`src/rtl/dmr_pkg.sv`:
```
// Shared types and constants for the DMR instruction retry slice.
// Latency: n/a (declarations only).
// Backpressure: n/a.
package dmr_pkg;

   // Retry FSM state encoding
   typedef enum logic [1:0] {
      IDLE   = 2'd0,
      REPLAY = 2'd1,
      FATAL  = 2'd2
   } dmr_retry_state_e;

   localparam int unsigned DmrDefaultMaxRetries = 3;
   localparam int unsigned DmrErrCntWidth       = 16;

endpackage

```
`src/rtl/dmr_sat_counter.sv`:
```
// Saturating up-counter with synchronous clear (clear wins over enable).
// Latency: count visible one cycle after the enabling cycle.
// Backpressure: none; holds at all-ones once saturated.
module dmr_sat_counter #(
   parameter int unsigned Width = 8
) (
   input  logic             clk_i,
   input  logic             rst_ni,
   input  logic             clr_i,
   input  logic             en_i,
   output logic [Width-1:0] cnt_o
);

   logic [Width-1:0] r_cnt;

   // Count up on enable, stop at all-ones, clear has priority
   always_ff @(posedge clk_i or negedge rst_ni) begin
      if (!rst_ni) begin
         r_cnt <= '0;
      end else if (clr_i) begin
         r_cnt <= '0;
      end else if (en_i && (r_cnt != {Width{1'b1}})) begin
         r_cnt <= r_cnt + Width'(1);
      end
   end

   assign cnt_o = r_cnt;

endmodule

```
`src/rtl/dmr_instr_retry.sv`:
```
// Per-lane fetch retry stage: replays the last agreed fetch on a lockstep mismatch, goes fatal after MaxRetries.
// Latency: zero-latency pass-through in IDLE; replayed request presented the cycle after an error.
// Backpressure: core stalled (core_ready_o=0) during replay/fatal; error_i suppresses acknowledge. Optional stats: DMR_INSTR_RETRY_STATS_EN.
module dmr_instr_retry
   import dmr_pkg::*;
#(
   parameter type         addr_t     = logic,
   parameter type         data_t     = logic,
   parameter int unsigned MaxRetries = DmrDefaultMaxRetries,
   localparam int unsigned CntWidth  = $clog2(MaxRetries + 1)
) (
   input  logic                      clk_i,
   input  logic                      rst_ni,
   input  logic                      core_valid_i,
   output logic                      core_ready_o,
   input  addr_t                     core_addr_i,
   output data_t                     core_data_o,
   output logic                      valid_o,
   input  logic                      ready_i,
   output addr_t                     addr_o,
   input  data_t                     data_i,
   input  logic                      error_i,
   output logic [CntWidth-1:0]       retry_cnt_o,
   output logic                      fatal_o,
   output logic [DmrErrCntWidth-1:0] err_total_o
);

   dmr_retry_state_e    r_state;
   addr_t               r_addr_q;
   logic                r_valid_q;
   logic                r_fatal;

   logic                w_err_cyc;
   logic                w_retry_clr;
   logic [CntWidth-1:0] w_retry_cnt;
   logic [CntWidth-1:0] w_retry_inc;

   // Errors only count while the lane is still alive
   assign w_err_cyc   = error_i & (r_state != FATAL);
   // Leaving REPLAY: lanes agreed and the replayed request completed (or there was nothing to replay)
   assign w_retry_clr = (r_state == REPLAY) & ~error_i & (ready_i | ~r_valid_q);
   assign w_retry_inc = w_retry_cnt + CntWidth'(1);

   dmr_sat_counter #(
      .Width (CntWidth)
   ) u_retry_cnt (
      .clk_i  (clk_i),
      .rst_ni (rst_ni),
      .clr_i  (w_retry_clr),
      .en_i   (w_err_cyc),
      .cnt_o  (w_retry_cnt)
   );

   // Retry FSM: tracks last agreed request and escalates to sticky FATAL
   always_ff @(posedge clk_i or negedge rst_ni) begin
      if (!rst_ni) begin
         r_state   <= IDLE;
         r_addr_q  <= '0;
         r_valid_q <= 1'b0;
         r_fatal   <= 1'b0;
      end else begin
         case (r_state)
            IDLE: begin
               if (error_i) begin
                  // Counter goes 0 -> 1 on this same edge
                  if (MaxRetries == 1) begin
                     r_state <= FATAL;
                     r_fatal <= 1'b1;
                  end else begin
                     r_state <= REPLAY;
                  end
               end else begin
                  r_addr_q  <= core_addr_i;
                  r_valid_q <= core_valid_i;
               end
            end
            REPLAY: begin
               if (error_i) begin
                  if (w_retry_inc == CntWidth'(MaxRetries)) begin
                     r_state <= FATAL;
                     r_fatal <= 1'b1;
                  end
               end else if (ready_i || !r_valid_q) begin
                  r_state <= IDLE;
               end
            end
            FATAL: begin
               r_state <= FATAL;
            end
            default: begin
               r_state <= IDLE;
            end
         endcase
      end
   end

   assign addr_o       = (r_state == IDLE) ? core_addr_i : r_addr_q;
   assign valid_o      = (r_state == IDLE)   ? core_valid_i :
                         (r_state == REPLAY) ? r_valid_q    : 1'b0;
   assign core_ready_o = (r_state == IDLE) & ready_i & ~error_i & core_valid_i;
   assign core_data_o  = data_i;
   assign fatal_o      = r_fatal;
   assign retry_cnt_o  = w_retry_cnt;

`ifdef DMR_INSTR_RETRY_STATS_EN
   dmr_sat_counter #(
      .Width (DmrErrCntWidth)
   ) u_err_total (
      .clk_i  (clk_i),
      .rst_ni (rst_ni),
      .clr_i  (1'b0),
      .en_i   (w_err_cyc),
      .cnt_o  (err_total_o)
   );
`else
   assign err_total_o = '0;
`endif

endmodule

```
`config.mk`:
```
export PLATFORM = sky130hd
export DESIGN_NAME = dmr_instr_retry
export DESIGN_NICKNAME = d
export VERILOG_FILES = /design/src/rtl/dmr_pkg.sv /design/src/rtl/dmr_sat_counter.sv /design/src/rtl/dmr_instr_retry.sv
export SDC_FILE = /design/constraint.sdc
export NUM_CORES = 1
export LEC_CHECK = 0
export BUFFER_PORTS_ARGS = -buffer_cell sky130_fd_sc_hd__buf_2
export CAP_MARGIN = 20
export CELL_PAD_IN_SITES_DETAIL_PLACEMENT = 1
export CELL_PAD_IN_SITES_GLOBAL_PLACEMENT = 1
export CORE_ASPECT_RATIO = 0.7
export CORE_MARGIN = 4
export CORE_UTILIZATION = 27
export CTS_CLUSTER_DIAMETER = 200
export DETAILED_ROUTE_END_ITERATION = 12
export PLACE_DENSITY_LB_ADDON = 0.3
export SETUP_SLACK_MARGIN = 0.02
export SLEW_MARGIN = 5
export SYNTH_ARGS = -nofsm -noshare
export SYNTH_HDL_FRONTEND = slang
export SYNTH_SLANG_ARGS = --single-unit
```
`constraint.sdc`:
```
create_clock -name clk_i -period 1.15 [get_ports clk_i]
set_input_delay 0.1725 -clock clk_i [delete_from_list [all_inputs] [get_ports clk_i]]
set_output_delay 0.1725 -clock clk_i [all_outputs]
set_load 0.01 [all_outputs]
```
## Word level (Yosys, flattened, before mapping)

Index checks and enable logic that the tools add are counted.

- $add $sub $neg: 1
- Reduce and logical (&&, ||, !) cells: 8
- Equal/unequal tests: 8
- Bitwise logic cells: 9
- Multiplexer cells: 10

Operators with widths:

| operator | count |
|---|---|
| two-way mux 2 bit | 6 |
| AND 1 bit | 6 |
| != test 2 bit (second input constant) | 3 |
| != test 3 x 2 -> 1 bit (second input constant) | 2 |
| case mux 2 bit (3 select lines) | 1 |
| AND reduction 3 bit | 2 |
| equality test 2 bit (second input constant) | 2 |
| two-way mux 1 bit | 3 |
| adder 2 x 1 -> 2 bit (second input constant) | 1 |
| equality test 2 x 1 -> 1 bit (second input constant) | 1 |
| logical NOT 2 bit | 1 |
| NOT 1 bit | 2 |
| AND reduction 2 bit | 1 |
| nonzero test 2 bit | 1 |
| logical AND 1 bit | 1 |
| logical NOT 1 bit | 1 |
| logical OR 1 bit | 1 |
| OR 1 bit | 1 |

- Logic and storage cells: 41
- Bits in registers: 7
- Output and inout port bits: 23
- Input bits: 7

## Depth between registers and ports, before layout

Gate-level depths: netlist of the first run.

- Depth after elaboration: 5
- Gate-level depth with buffers: 5
- Depth with buffers taken out: 5

## Cells and area by module

From an unflattened synthesis of the first run, not the netlist that was laid out.

- Cells, all modules: 52
- Area, all modules: 534.3 µm²

By module, submodules not included:

| module | cells each | area an instance (µm²) | seq. area each (µm²) | instances |
|---|---|---|---|---|
| dmr_instr_retry | 42 | 410.4 | 125.1 | 1 |
| dmr_sat_counter | 10 | 123.9 | 50.0 | 1 |

## Least setup slack after synthesis of the first run

No wires, ideal clock.

- Path kind: reg-to-reg
- Start: register u_retry_cnt.r_cnt[0] (netlist: u_retry_cnt.cnt_o[0])
- End: register u_retry_cnt.r_cnt[1] (netlist: u_retry_cnt.cnt_o[1])
- Library setup time: 0.077 ns
- Required time: 1.073 ns
- Path buffers: 0
- Arrival time: 1.235 ns
- Stages on the path, launching flop included: 5
- Slack: -0.162 ns
- Period minus slack after synthesis: 1.312 ns
- Cells stage by stage: dfrtp_1 -> ha_1 -> nand2b_2 -> or3_1 -> a21oi_1

- Cells in the longest elaborated chain, start to end: 3
- Elaborated cells on any way between the ends: 6
- Classes of those cells: add/sub (1); eq/ne (1); mux (2); reduce/logical (2)

RTL lines:

| item | RTL line | source |
|---|---|---|
| from (decl) | dmr_sat_counter.sv:14 | `logic [Width-1:0] r_cnt;` |
| from (signal assigned) | dmr_sat_counter.sv:23 | `r_cnt <= r_cnt + Width'(1);` |
| adder 2 x 1 -> 2 bit or != test 2 bit (tied branches) | dmr_sat_counter.sv:23, dmr_sat_counter.sv:22 |  |
| two-way mux 2 bit or logical AND 1 bit (tied branches) | dmr_sat_counter.sv:22 | `end else if (en_i && (r_cnt != {Width{1'b1}})) begin` |
| two-way mux 2 bit or nonzero test 2 bit (tied branches) | -- |  |

Parallel ways exist; a longest one is shown, timed or not. The select of a mux whose other input is x is not followed.
A chain may end at the register's enable or synchronous reset.

## Worst setup path in the final report of the first run

- Start: register r_state[1]
- End: output port core_ready_o

- Cells in the longest elaborated chain, start to end: 4

RTL lines:

| item | RTL line | source |
|---|---|---|
| from (decl) | dmr_instr_retry.sv:28 | `dmr_retry_state_e r_state;` |
| from (signal assigned) | dmr_instr_retry.sv:57 | `r_state <= IDLE;` |
| from (signal assigned) | dmr_instr_retry.sv:67 | `r_state <= FATAL;` |
| from (signal assigned) | dmr_instr_retry.sv:70 | `r_state <= REPLAY;` |
| logical NOT 2 bit | dmr_instr_retry.sv:100 | `assign core_ready_o = (r_state == IDLE) & ready_i & ~error_i & core_valid_i;` |
| AND 1 bit (3 in a row) | dmr_instr_retry.sv:100 |  |
| to (decl) | dmr_instr_retry.sv:15 | `output logic core_ready_o,` |

Every way passes these cells.

==> results of run 1 <==
-- cell type report --
cell class                 instances  area share
tap                               22      0.0402
multi-input combinational         46       0.431
sequential                         7       0.258
inverter                           1     0.00548
timing repair buffer              20       0.227
clock buffer                       4      0.0384
-- cell usage after synthesis --
cell,number
buf_4,17
dfrtp_1,7
nand2b_1,3
nor2_1,3
nor2b_1,3
a21oi_1,2
ha_1,2
mux2_1,2
nand2_1,2
o21ai_0,2
a22oi_1,1
and3_1,1
and3b_1,1
buf_2,1
conb_1,1
inv_1,1
mux2_2,1
mux2i_1,1
nand2b_2,1
nand4b_1,1
nor3_2,1
nor4b_1,1
o211a_1,1
or3_1,1
-- final timing paths --
kind / from / end / slack (ns)
max: r_state[1] / core_ready_o / -0.31
min in group asynchronous: rst_ni / r_state[0] / 0.29
max reg2reg: r_state[1] / r_valid_q / -0.18
min reg2reg: fatal_o / fatal_o / 0.47
min: core_addr_i / r_addr_q / 0.18
max in group asynchronous: rst_ni / r_state[1] / 0.68
-- cells in the final DEF, fill, tap and decap left out, types with 2 or more instances in the layout --
cell      instances
nand2b_1          3
buf_6             4
nand2_1           2
dfrtp_1           6
nor2b_1           2
nor2_1            3
clkbuf_4          3
conb_1           16
a21oi_1           2
buf_2            10
buf_4             4
-- sequential cells by signal (all words and copies together) (netlist names) --
| signal | cells |
|---|---|
| r_state | 2 |
| r_addr_q | 1 |
| u_retry_cnt.cnt_o | 2 |
| r_valid_q | 1 |
| fatal_o | 1 |
-- worst reg2reg max path, stage by stage (launching register included) --
cell and delay, ns:
dfrtp_2 0.42, buf_6 0.13, nor3_4 0.19, buf_4 0.15, mux2_2 0.32
-- layer usage --
metal | vias up | GRT usage | share of wire
li1 | 199 | - | -
met1 | 187 | 0.112 | 0.41
met2 | 24 | 0.146 | 0.46
met3 | 3 | 0.0200 | 0.11
met4 | 0 | 0.0649 | 0.020
met5 | - | 0 | 0
-- cell families (layout without fill, tap and decap cells) --
family / after synthesis / count (layout) / share of synthesized area
multiplexers: 4 / 4 / 0.0818
other: 1 / 16 / 0.00700
adder cells (fa/ha/maj): 2 / 2 / 0.0467
buffers and inverters: 19 / 25 / 0.255
AO/OA/AOI/OAI: 6 / 6 / 0.0701
AND/OR/NAND/NOR: 18 / 18 / 0.213
flip-flops: 7 / 7 / 0.327
-- timing repair --
| action | CTS | global route |
|---|---|---|
| setup endpoints to repair | 7 | 9 |
| gates resized for setup | 2 | 6 |
| pin swaps | 3 | 3 |
| hold buffers | 1 | 0 |
| buffers inserted | 5 | 2 |
| endpoints found under the hold margin | 7 | 0 |
-- stage by stage --
step / setup TNS, ns / setup WS (ns) / std cells / total power, uW / area [sq um]
after floorplan: -0.156 / -0.143 / 72 / 850 / 601
after global placement: -0.262 / -0.130 / 90 / 1050 / 586
after detailed placement: -0.413 / -0.150 / 90 / 1070 / 586
after CTS: -1.49 / -0.304 / 100 / 1400 / 663
after global routing: -1.96 / -0.374 / 100 / 1580 / 684
final: -1.50 / -0.307 / 100 / 1470 / 684
-- power groups by stage --
stage | Clock, uW | Sequential (uW) | Combinational, uW
2_1_floorplan | 0 | 452 | 398
3_3_place_gp | 0 | 441 | 611
3_5_place_dp | 0 | 451 | 620
4_1_cts | 239 | 436 | 729
5_1_grt | 256 | 454 | 874
6_report | 234 | 442 | 796
==> summary.md, run 1 <==
| Metric | Value |
|---|---|
| Run status | `complete, but fails checks` |
| Failing checks | `setup timing` |
| Part of the power in the clock network | `0.159` |
| Final Util | `0.366` |
| Leakage | `0.000351 uW` |
| TritonCTS clock tree | `built` |
| Post-synth top area cell | `dfrtp_1` |
| CP top delay family | `flip-flops` |
| FF-to-FF path depth | `4` |
| Routability congestion estimate | `0.686` |
| CP Depth | `4` |
| PnR worst setup slack | `-0.307 ns` |
| Reg area | `176 sq um` |
| CTS sink cnt | `7` |
| CP bufs+invs | `2` |
| Vias per Instance | `4.13` |
| CP Class | `flop to primary output` |
| Worst Setup Start Kind | `flop` |
| VDD IR-drop max | `0.715 mV` |
| First-pass DRT Iterations | `4` |
| Avg Synthesized Cell Area | `9.39 sq um` |
| # Max-Cap Violations | `0` |
| Die Y | `45.3 um` |
| Final ANT Viol Nets | `0` |
| Final cycle utilization of the critical path | `1.27` |
| N_diodes | `0` |
| CTS max path bufs | `2` |
| Post-synthesis cell type count | `24` |
| Row cnt | `13` |
| Vias in the first global route | `385` |
| H-tree Lvls | `1` |
| PwrDens | `2150 mW/mm^2` |
| Worst skew pair latency | `0.26 ns` |
| Initial antenna violation count | `0` |
| Crit path DAT | `1.28 ns` |
| IO buf count | `11` |
| Int Pwr | `936 uW` |
| Post-Route Skew | `0.00436 ns` |
| Post-Syn Area | `536 sq um` |
| Tmin final | `1.46 ns` |
| Critical path, cell by cell | `buf_6 -> nor3_4 -> and3_1 -> buf_2` |
| Fill cells | `229` |
| Register area share after synthesis | `0.327` |
| Net switching power figure | `536 uW` |
| WHS Path Cells | `2` |
| Crit end category | `primary output` |
| Hold WC Path Type | `input pin to flop` |
| Clock Pin Slew Worst Setup and Hold Paths | `0.06 ns` |
| Drc violations | `0` |
| Drt wl/cell | `12.3 um` |
| Core ar. | `0.00187 sq mm` |
| DRT iter0 DRCs | `3` |
| Max Clock Freq | `686 MHz` |
| Share of cells above drive strength 1 | `0.372` |
| IO Count | `30` |
| Comb pwr share | `0.541` |
| Sequential cell fraction of total power | `0.300` |
| Final slew viol count | `0` |
| Layout area overhead | `27.8%` |
| Yosys Warn Count | `0` |
| Worst Hold Slack | `0.176 ns` |
| Max incr delay on CP | `0.42 ns` |
| #FFs+latches synth | `7` |
| Chip Width | `61.2 um` |
| Starting density of the core | `0.286` |
| Syn Inst Count | `57` |
| First-pass GRT wire length | `1790 um` |
| Final Hold Fails | `0` |
| Total grt overflow | `0` |
| Final nets | `88` |
| CTS root buf | `clkbuf_4` |
| RSZ-0062 raised after global routing | `true` |
| Ranking of synthesized cells by area | `dfrtp_1 (33%), buf_4 (24%), ha_1 (4.7%)` |
| Worst EP required | `0.98 ns` |
| DRT Wirelength | `1230 um` |
| Sw frac | `0.364` |
| Gr usage total | `0.0926` |
| Largest net degree at the start of global routing | `8` |
| Worst-path fanout max | `4` |
| Vias | `413` |
| Slowest-stage cell, CP | `dfrtp_2` |
| Setup violators final | `8` |
| Multi-input logic area | `295 sq um` |
| Die area | `0.00277 sq mm` |
| Post-synth top area share | `0.327` |
| Num CTS Buffers | `3` |
No activity file was read; power rests on OpenSTA's default activity.
==> inputs of run 2 (changes only) <==
--- a/config.mk
+++ b/config.mk
@@ -5,15 +5,14 @@
 export SDC_FILE = /design/constraint.sdc
 export NUM_CORES = 1
 export LEC_CHECK = 0
-export BUFFER_PORTS_ARGS = -buffer_cell sky130_fd_sc_hd__buf_2
 export CAP_MARGIN = 20
 export CELL_PAD_IN_SITES_DETAIL_PLACEMENT = 1
 export CELL_PAD_IN_SITES_GLOBAL_PLACEMENT = 1
-export CORE_ASPECT_RATIO = 0.7
 export CORE_MARGIN = 4
-export CORE_UTILIZATION = 27
+export CORE_UTILIZATION = 41
 export CTS_CLUSTER_DIAMETER = 200
 export DETAILED_ROUTE_END_ITERATION = 12
+export DONT_BUFFER_PORTS = 1
 export PLACE_DENSITY_LB_ADDON = 0.3
 export SETUP_SLACK_MARGIN = 0.02
 export SLEW_MARGIN = 5
==> constraint.sdc (replaced) <==
create_clock -name clk_i -period 1.5 [get_ports clk_i]
set_input_delay 0.225 -clock clk_i [delete_from_list [all_inputs] [get_ports clk_i]]
set_output_delay 0.225 -clock clk_i [all_outputs]
set_load 0.01 [all_outputs]
==> summary.md, run 2 (synthesis results as in run 1) <==
| Metric | Value |
|---|---|
| Area after DPL | `484 sq um (-17%)` |
| Starting density of the core | `0.457 (+0.171)` |
| Layout area overhead | `3.04%` |
| Fill cells | `153 (-33%)` |
| Worst-path fanout max | `6 (+2)` |
| Net switching power figure | `339 uW (-37%)` |
| Final Hold Fails | `0 (unchanged)` |
| Final Util | `0.471 (+0.105)` |
| Final slew viol count | `0 (unchanged)` |
| Final cycle utilization of the critical path | `0.942` |
| Reg area | `178 sq um (+0.71%)` |
| VDD IR-drop max | `0.561 mV (-21%)` |
| Crit path DAT | `1.19 ns (-0.09 ns)` |
| Commonest cells after routing, fill and taps aside | `conb_1 (16), dfrtp_1 (5), buf_4 (4)` |
| TritonCTS clock tree | `built` |
| Detail Placement HPWL | `774 um` |
| Setup violators final | `0 (-8)` |
| N_diodes | `0 (unchanged)` |
| Int Pwr | `564 uW (-40%)` |
| Worst Setup Start Kind | `flop` |
| H-tree Lvls | `1 (unchanged)` |
| Drt wl/cell | `12.7 um (+2.9%)` |
| Total grt overflow | `0 (unchanged)` |
| Vias | `356 (-14%)` |
| DRT iter0 DRCs | `4 (+1)` |
| Clock Pin Slew Worst Setup and Hold Paths | `0.05 ns (about the same)` |
| Routability congestion estimate | `0.680 (-0.88%)` |
| Max Clock Freq | `708 MHz` |
| FF-to-FF path depth | `4 (unchanged)` |
| Final Instance Area | `552 sq um (-19%)` |
| Worst EP required | `1.27 ns (+0.29 ns)` |
| CTS root buf | `clkbuf_4` |
| Final nets | `73 (-17%)` |
| Tmin final | `1.41 ns` |
| Part of the power in the clock network | `0.183 (+0.024)` |
| Largest net degree at the start of global routing | `10 (+2)` |
| Share of cells above drive strength 1 | `0.190 (-0.181)` |
| PnR worst setup slack | `0.0867 ns (+0.394 ns)` |
| Leakage | `0.000276 uW (-22%)` |
| Crit end category | `primary output` |
| Die area | `0.00195 sq mm (-30%)` |
| Num CTS Buffers | `3 (unchanged)` |
| Gr usage total | `0.0945 (+0.00190)` |
| IO Count | `30 (unchanged)` |
| DRT Wirelength | `978 um (-21%)` |
| Initial antenna violation count | `0 (unchanged)` |
| First-pass DRT Iterations | `2 (-2)` |
| Comb pwr share | `0.414 (-0.127)` |
| PwrDens | `1640 mW/mm^2 (-24%)` |
| Row cnt | `12 (-1)` |
| Final ANT Viol Nets | `0 (unchanged)` |
| Vias in the first global route | `324 (-16%)` |
| Drc violations | `0 (unchanged)` |
| Worst skew pair latency | `0.25 ns (about the same)` |
| Sequential cell fraction of total power | `0.403 (+0.103)` |
| IO buf count | `0 (-11)` |
| CP Class | `flop to primary output` |
| Vias per Instance | `4.62 (+12%)` |
| WHS Path Cells | `1 (-1)` |
| # Max-Cap Violations | `0 (unchanged)` |
| Most common cell after layout, fill and taps aside | `conb_1` |
| Sw frac | `0.375 (+0.0114)` |
| Multi-input logic area | `287 sq um (-3.0%)` |
| Chip Width | `44.1 um (-28%)` |
| Core ar. | `0.00117 sq mm (-37%)` |
| Run status | `complete, no violations` |
| Pre-CTS WS | `0.104 ns (+0.254 ns)` |
| CTS max path bufs | `2 (unchanged)` |
| Post-Route Skew | `0.00391 ns (-0.000449 ns)` |
| Hold WC Path Type | `input pin to flop` |
| Die Y | `44.1 um (-2.5%)` |
| First-pass GRT wire length | `1370 um (-23%)` |
| CTS sink cnt | `7 (unchanged)` |
-- run 2: cell types whose count changed in the layout (fill, tap and decap cells not counted), sizes merged --
cell and change:
buf -15
-- run 2: stage by stage --
| stage | setup TNS [ns] | instances | total power, uW | hold WS, ns |
|---|---|---|---|---|
| 6_report | 0 | 77 | 903 | 0.117 |
| 5_1_grt | -0.0101 | 77 | 984 | 0.112 |
| 3_3_place_gp | 0 | 69 | 679 | -0.0704 |
| 4_1_cts | 0 | 74 | 873 | 0.111 |
| 2_1_floorplan | 0 | 72 | 642 | -0.0706 |
| 3_5_place_dp | 0 | 69 | 692 | -0.0704 |
-- run 2: worst max-delay path, cell delays in order, from the launching register on --
cell     delay, ns
dfrtp_2       0.45
nor2_1        0.13
mux2_1        0.37
-- run 2: final timing paths --
path                                 startpoint              endpoint  slack [ns]
setup / recovery                     r_state[1]                addr_o        0.09
hold reg to reg                        r_addr_q              r_addr_q        0.48
max in group asynchronous                rst_ni            r_state[1]        0.94
hold / removal                      core_addr_i              r_addr_q        0.12
min in group asynchronous                rst_ni              r_addr_q        0.30
setup reg to reg           u_retry_cnt.cnt_o[1]  u_retry_cnt.cnt_o[1]        0.09
-- run 2: area by class of cell --
| cell class | instances | area share |
|---|---|---|
| repair buffers | 5 | 0.0726 |
| inverters | 1 | 0.00680 |
| multi-input cells | 46 | 0.519 |
| clock buffers | 4 | 0.0476 |
| well taps | 14 | 0.0317 |
| flip-flops and latches | 7 | 0.322 |
-- run 2: routing by layer --
metal / track usage / wire [um] / up-vias
met5: 0 / 0 / -
met4: 0.0361 / 0 / 0
met3: 0.0285 / 73 / 0
met2: 0.137 / 462 / 17
met1: 0.131 / 443 / 168
li1: - / - / 171
-- run 2: power groups by stage --
stage                     clock network, uW  registers, uW  logic, uW
after global placement                    0            370        309
after detailed placement                  0            373        318
after global routing                    183            376        426
after floorplan                           0            343        299
after CTS                               175            373        325
final                                   165            364        374
-- run 2: repair_timing --
action,CTS,global route
setup endpoints to repair,1,2
endpoints found under the hold margin,7,0
gates resized for setup,1,2
setup buffers,0,3
hold buffers,1,0
==> inputs of run 3 (changes only) <==
--- a/config.mk
+++ b/config.mk
@@ -13,6 +13,7 @@
 export CTS_CLUSTER_DIAMETER = 200
 export DETAILED_ROUTE_END_ITERATION = 12
 export DONT_BUFFER_PORTS = 1
+export GPL_TIMING_DRIVEN = 0
 export PLACE_DENSITY_LB_ADDON = 0.3
 export SETUP_SLACK_MARGIN = 0.02
 export SLEW_MARGIN = 5
==> summary.md, run 3 (synthesis results as in run 1) <==
| Metric | Value |
|---|---|
| Run status | `complete, no violations` |
| Critical path, cell by cell | `ha_4 -> nand2b_2 -> or3_4 -> a21oi_4` |
| Vias per Instance | `4.74 (+2.5%)` |
| Slowest-stage cell, CP | `dfrtp_2` |
| Gr usage total | `0.177 (+0.0824)` |
| Detail Placement HPWL | `1200 um (+55%)` |
| Leakage | `0.000360 uW (+31%)` |
| Final slew viol count | `0 (unchanged)` |
| Worst-path fanout max | `4 (-2)` |
| Hold WC Path Type | `input pin to flop` |
| Die Y | `44.1 um (unchanged)` |
| Chip Width | `44.1 um (unchanged)` |
| TNS Setup | `0 ns (unchanged)` |
| Crit end category | `flop` |
| Worst-margin pin slew | `0.595 ns` |
| Setup violators final | `0 (unchanged)` |
| N_diodes | `0 (unchanged)` |
| Most common cell after layout, fill and taps aside | `buf_4` |
| IO Count | `30 (unchanged)` |
| Num CTS Buffers | `3 (unchanged)` |
| Pre-CTS WS | `0.00471 ns (-0.0996 ns)` |
| Final cycle utilization of the critical path | `0.966 (+0.0239)` |
| Row cnt | `12 (unchanged)` |
| CTS sink cnt | `7 (unchanged)` |
| Post-Route Skew | `0.00113 ns (-0.00278 ns)` |
| Die area | `0.00195 sq mm (unchanged)` |
| CTS root buf | `clkbuf_4` |
| Max-slew headroom | `0.598` |
| Worst skew pair latency | `0.25 ns (about the same)` |
| Drc violations | `0 (unchanged)` |
| TritonCTS clock tree | `built` |
| RSZ-0062 raised after global routing | `true` |
| CTS max path bufs | `2 (unchanged)` |
| # Max-Cap Violations | `0 (unchanged)` |
| Max incr delay on CP | `0.46 ns (about the same)` |
| First-pass DRT Iterations | `4 (+2)` |
| PwrDens | `1470 mW/mm^2 (-10%)` |
| Commonest cells after routing, fill and taps aside | `buf_4 (19), conb_1 (16), dfrtp_1 (4)` |
| H-tree Lvls | `1 (unchanged)` |
| Final ANT Viol Nets | `0 (unchanged)` |
| Clock Pin Slew Worst Setup and Hold Paths | `0.06 ns (about the same)` |
| Vias | `436 (+22%)` |
| CP Class | `flop to flop` |
| Largest net degree at the start of global routing | `10 (unchanged)` |
| Total grt overflow | `0 (unchanged)` |
| Core ar. | `0.00117 sq mm (unchanged)` |
| Tmin final | `1.45 ns (+0.0358 ns)` |
| Starting density of the core | `0.457 (unchanged)` |
| Worst EP required | `1.67 ns (+0.40 ns)` |
| Routability congestion estimate | `0.718 (+5.6%)` |
| IO buf count | `0 (unchanged)` |
| PnR worst setup slack | `0.0508 ns (-0.0358 ns)` |
| Worst R2R Setup Slack | `0.05 ns (-0.04 ns)` |
| Vias in the first global route | `485 (+50%)` |
| DRT iter0 DRCs | `7 (+3)` |
| CP bufs+invs | `0 (unchanged)` |
| Final nets | `88 (+21%)` |
| Layout area overhead | `31.8%` |
| Max Clock Freq | `690 MHz (-2.5%)` |
| Initial antenna violation count | `0 (unchanged)` |
| Crit path DAT | `1.62 ns (+0.43 ns)` |
| VDD IR-drop max | `0.918 mV (+63%)` |
| Drt wl/cell | `17.2 um (+35%)` |
| Worst Setup Start Kind | `flop` |
| First-pass GRT wire length | `2370 um (+73%)` |
| DRT Wirelength | `1580 um (+62%)` |
| Share of cells above drive strength 1 | `0.436 (+0.245)` |
| Final Hold Fails | `0 (unchanged)` |
| CP top delay family | `simple AND/OR/NAND/NOR gates` |
==> run 3: worst register-to-register path, cell delays in order, from the launching register on <==
cell and delay, ns:
dfrtp_2 0.46, ha_4 0.18, nand2b_2 0.19, or3_4 0.38, a21oi_4 0.16
==> run 3: layout make-up <==
class | count | area [sq um]
plain buffers | 18 | 135
clock buffers | 4 | 26.3
fillers | 137 | 465
inverters | 1 | 3.75
multi-input cells | 46 | 327
flip-flops and latches | 7 | 179
well taps | 14 | 17.5
repair buffers | 2 | 17.5
==> run 3: path summary, 6_finish.rpt <==
| kind | startpoint | to | depth (start not counted) |
|---|---|---|---|
| worst max-delay path | u_retry_cnt.cnt_o[1] | u_retry_cnt.cnt_o[1] | 4 |
| worst min-delay path | core_addr_i | r_addr_q | 1 |
| worst max register to register | u_retry_cnt.cnt_o[1] | u_retry_cnt.cnt_o[1] | 4 |
| worst min register to register | r_addr_q | r_addr_q | 1 |
| max in group asynchronous | rst_ni | r_state[1] | 1 |
| min in group asynchronous | rst_ni | r_addr_q | 1 |
==> run 3: metrics by stage <==
step | cell area [sq um] | hold WS (ns) | util | cells | power [uW]
2_1_floorplan | 592 | -0.0706 | - | 72 | 642
6_report | 706 | 0.113 | 0.603 | 92 | 1040
5_1_grt | 706 | 0.116 | 0.603 | 92 | 1110
4_1_cts | 662 | 0.113 | 0.565 | 91 | 953
3_5_place_dp | 609 | -0.0704 | 0.520 | 86 | 733
3_3_place_gp | 609 | -0.0704 | 0.520 | 86 | 697
==> run 3: what timing repair did <==
item | CTS | global route
gates resized for setup | 6 | 9
setup endpoints to repair | 3 | 3
setup buffers | 0 | 1
pin swaps | 0 | 2
hold endpoints to repair | 7 | 0
hold buffers | 1 | 0
==> run 3: per-layer routing <==
| metal | global-route usage | up-vias | wire length, um |
|---|---|---|---|
| met5 | 0 | - | 0 |
| met4 | 0.0542 | 0 | 27 |
| met3 | 0.0528 | 2 | 113 |
| met2 | 0.355 | 23 | 883 |
| met1 | 0.167 | 210 | 558 |
| li1 | - | 201 | - |
==> run 3: report_power, final <==
part | switching (uW) | internal, uW
Combinational | 226 | 241
Clock | 74.0 | 102
Sequential | 116 | 277
Total | 417 | 620
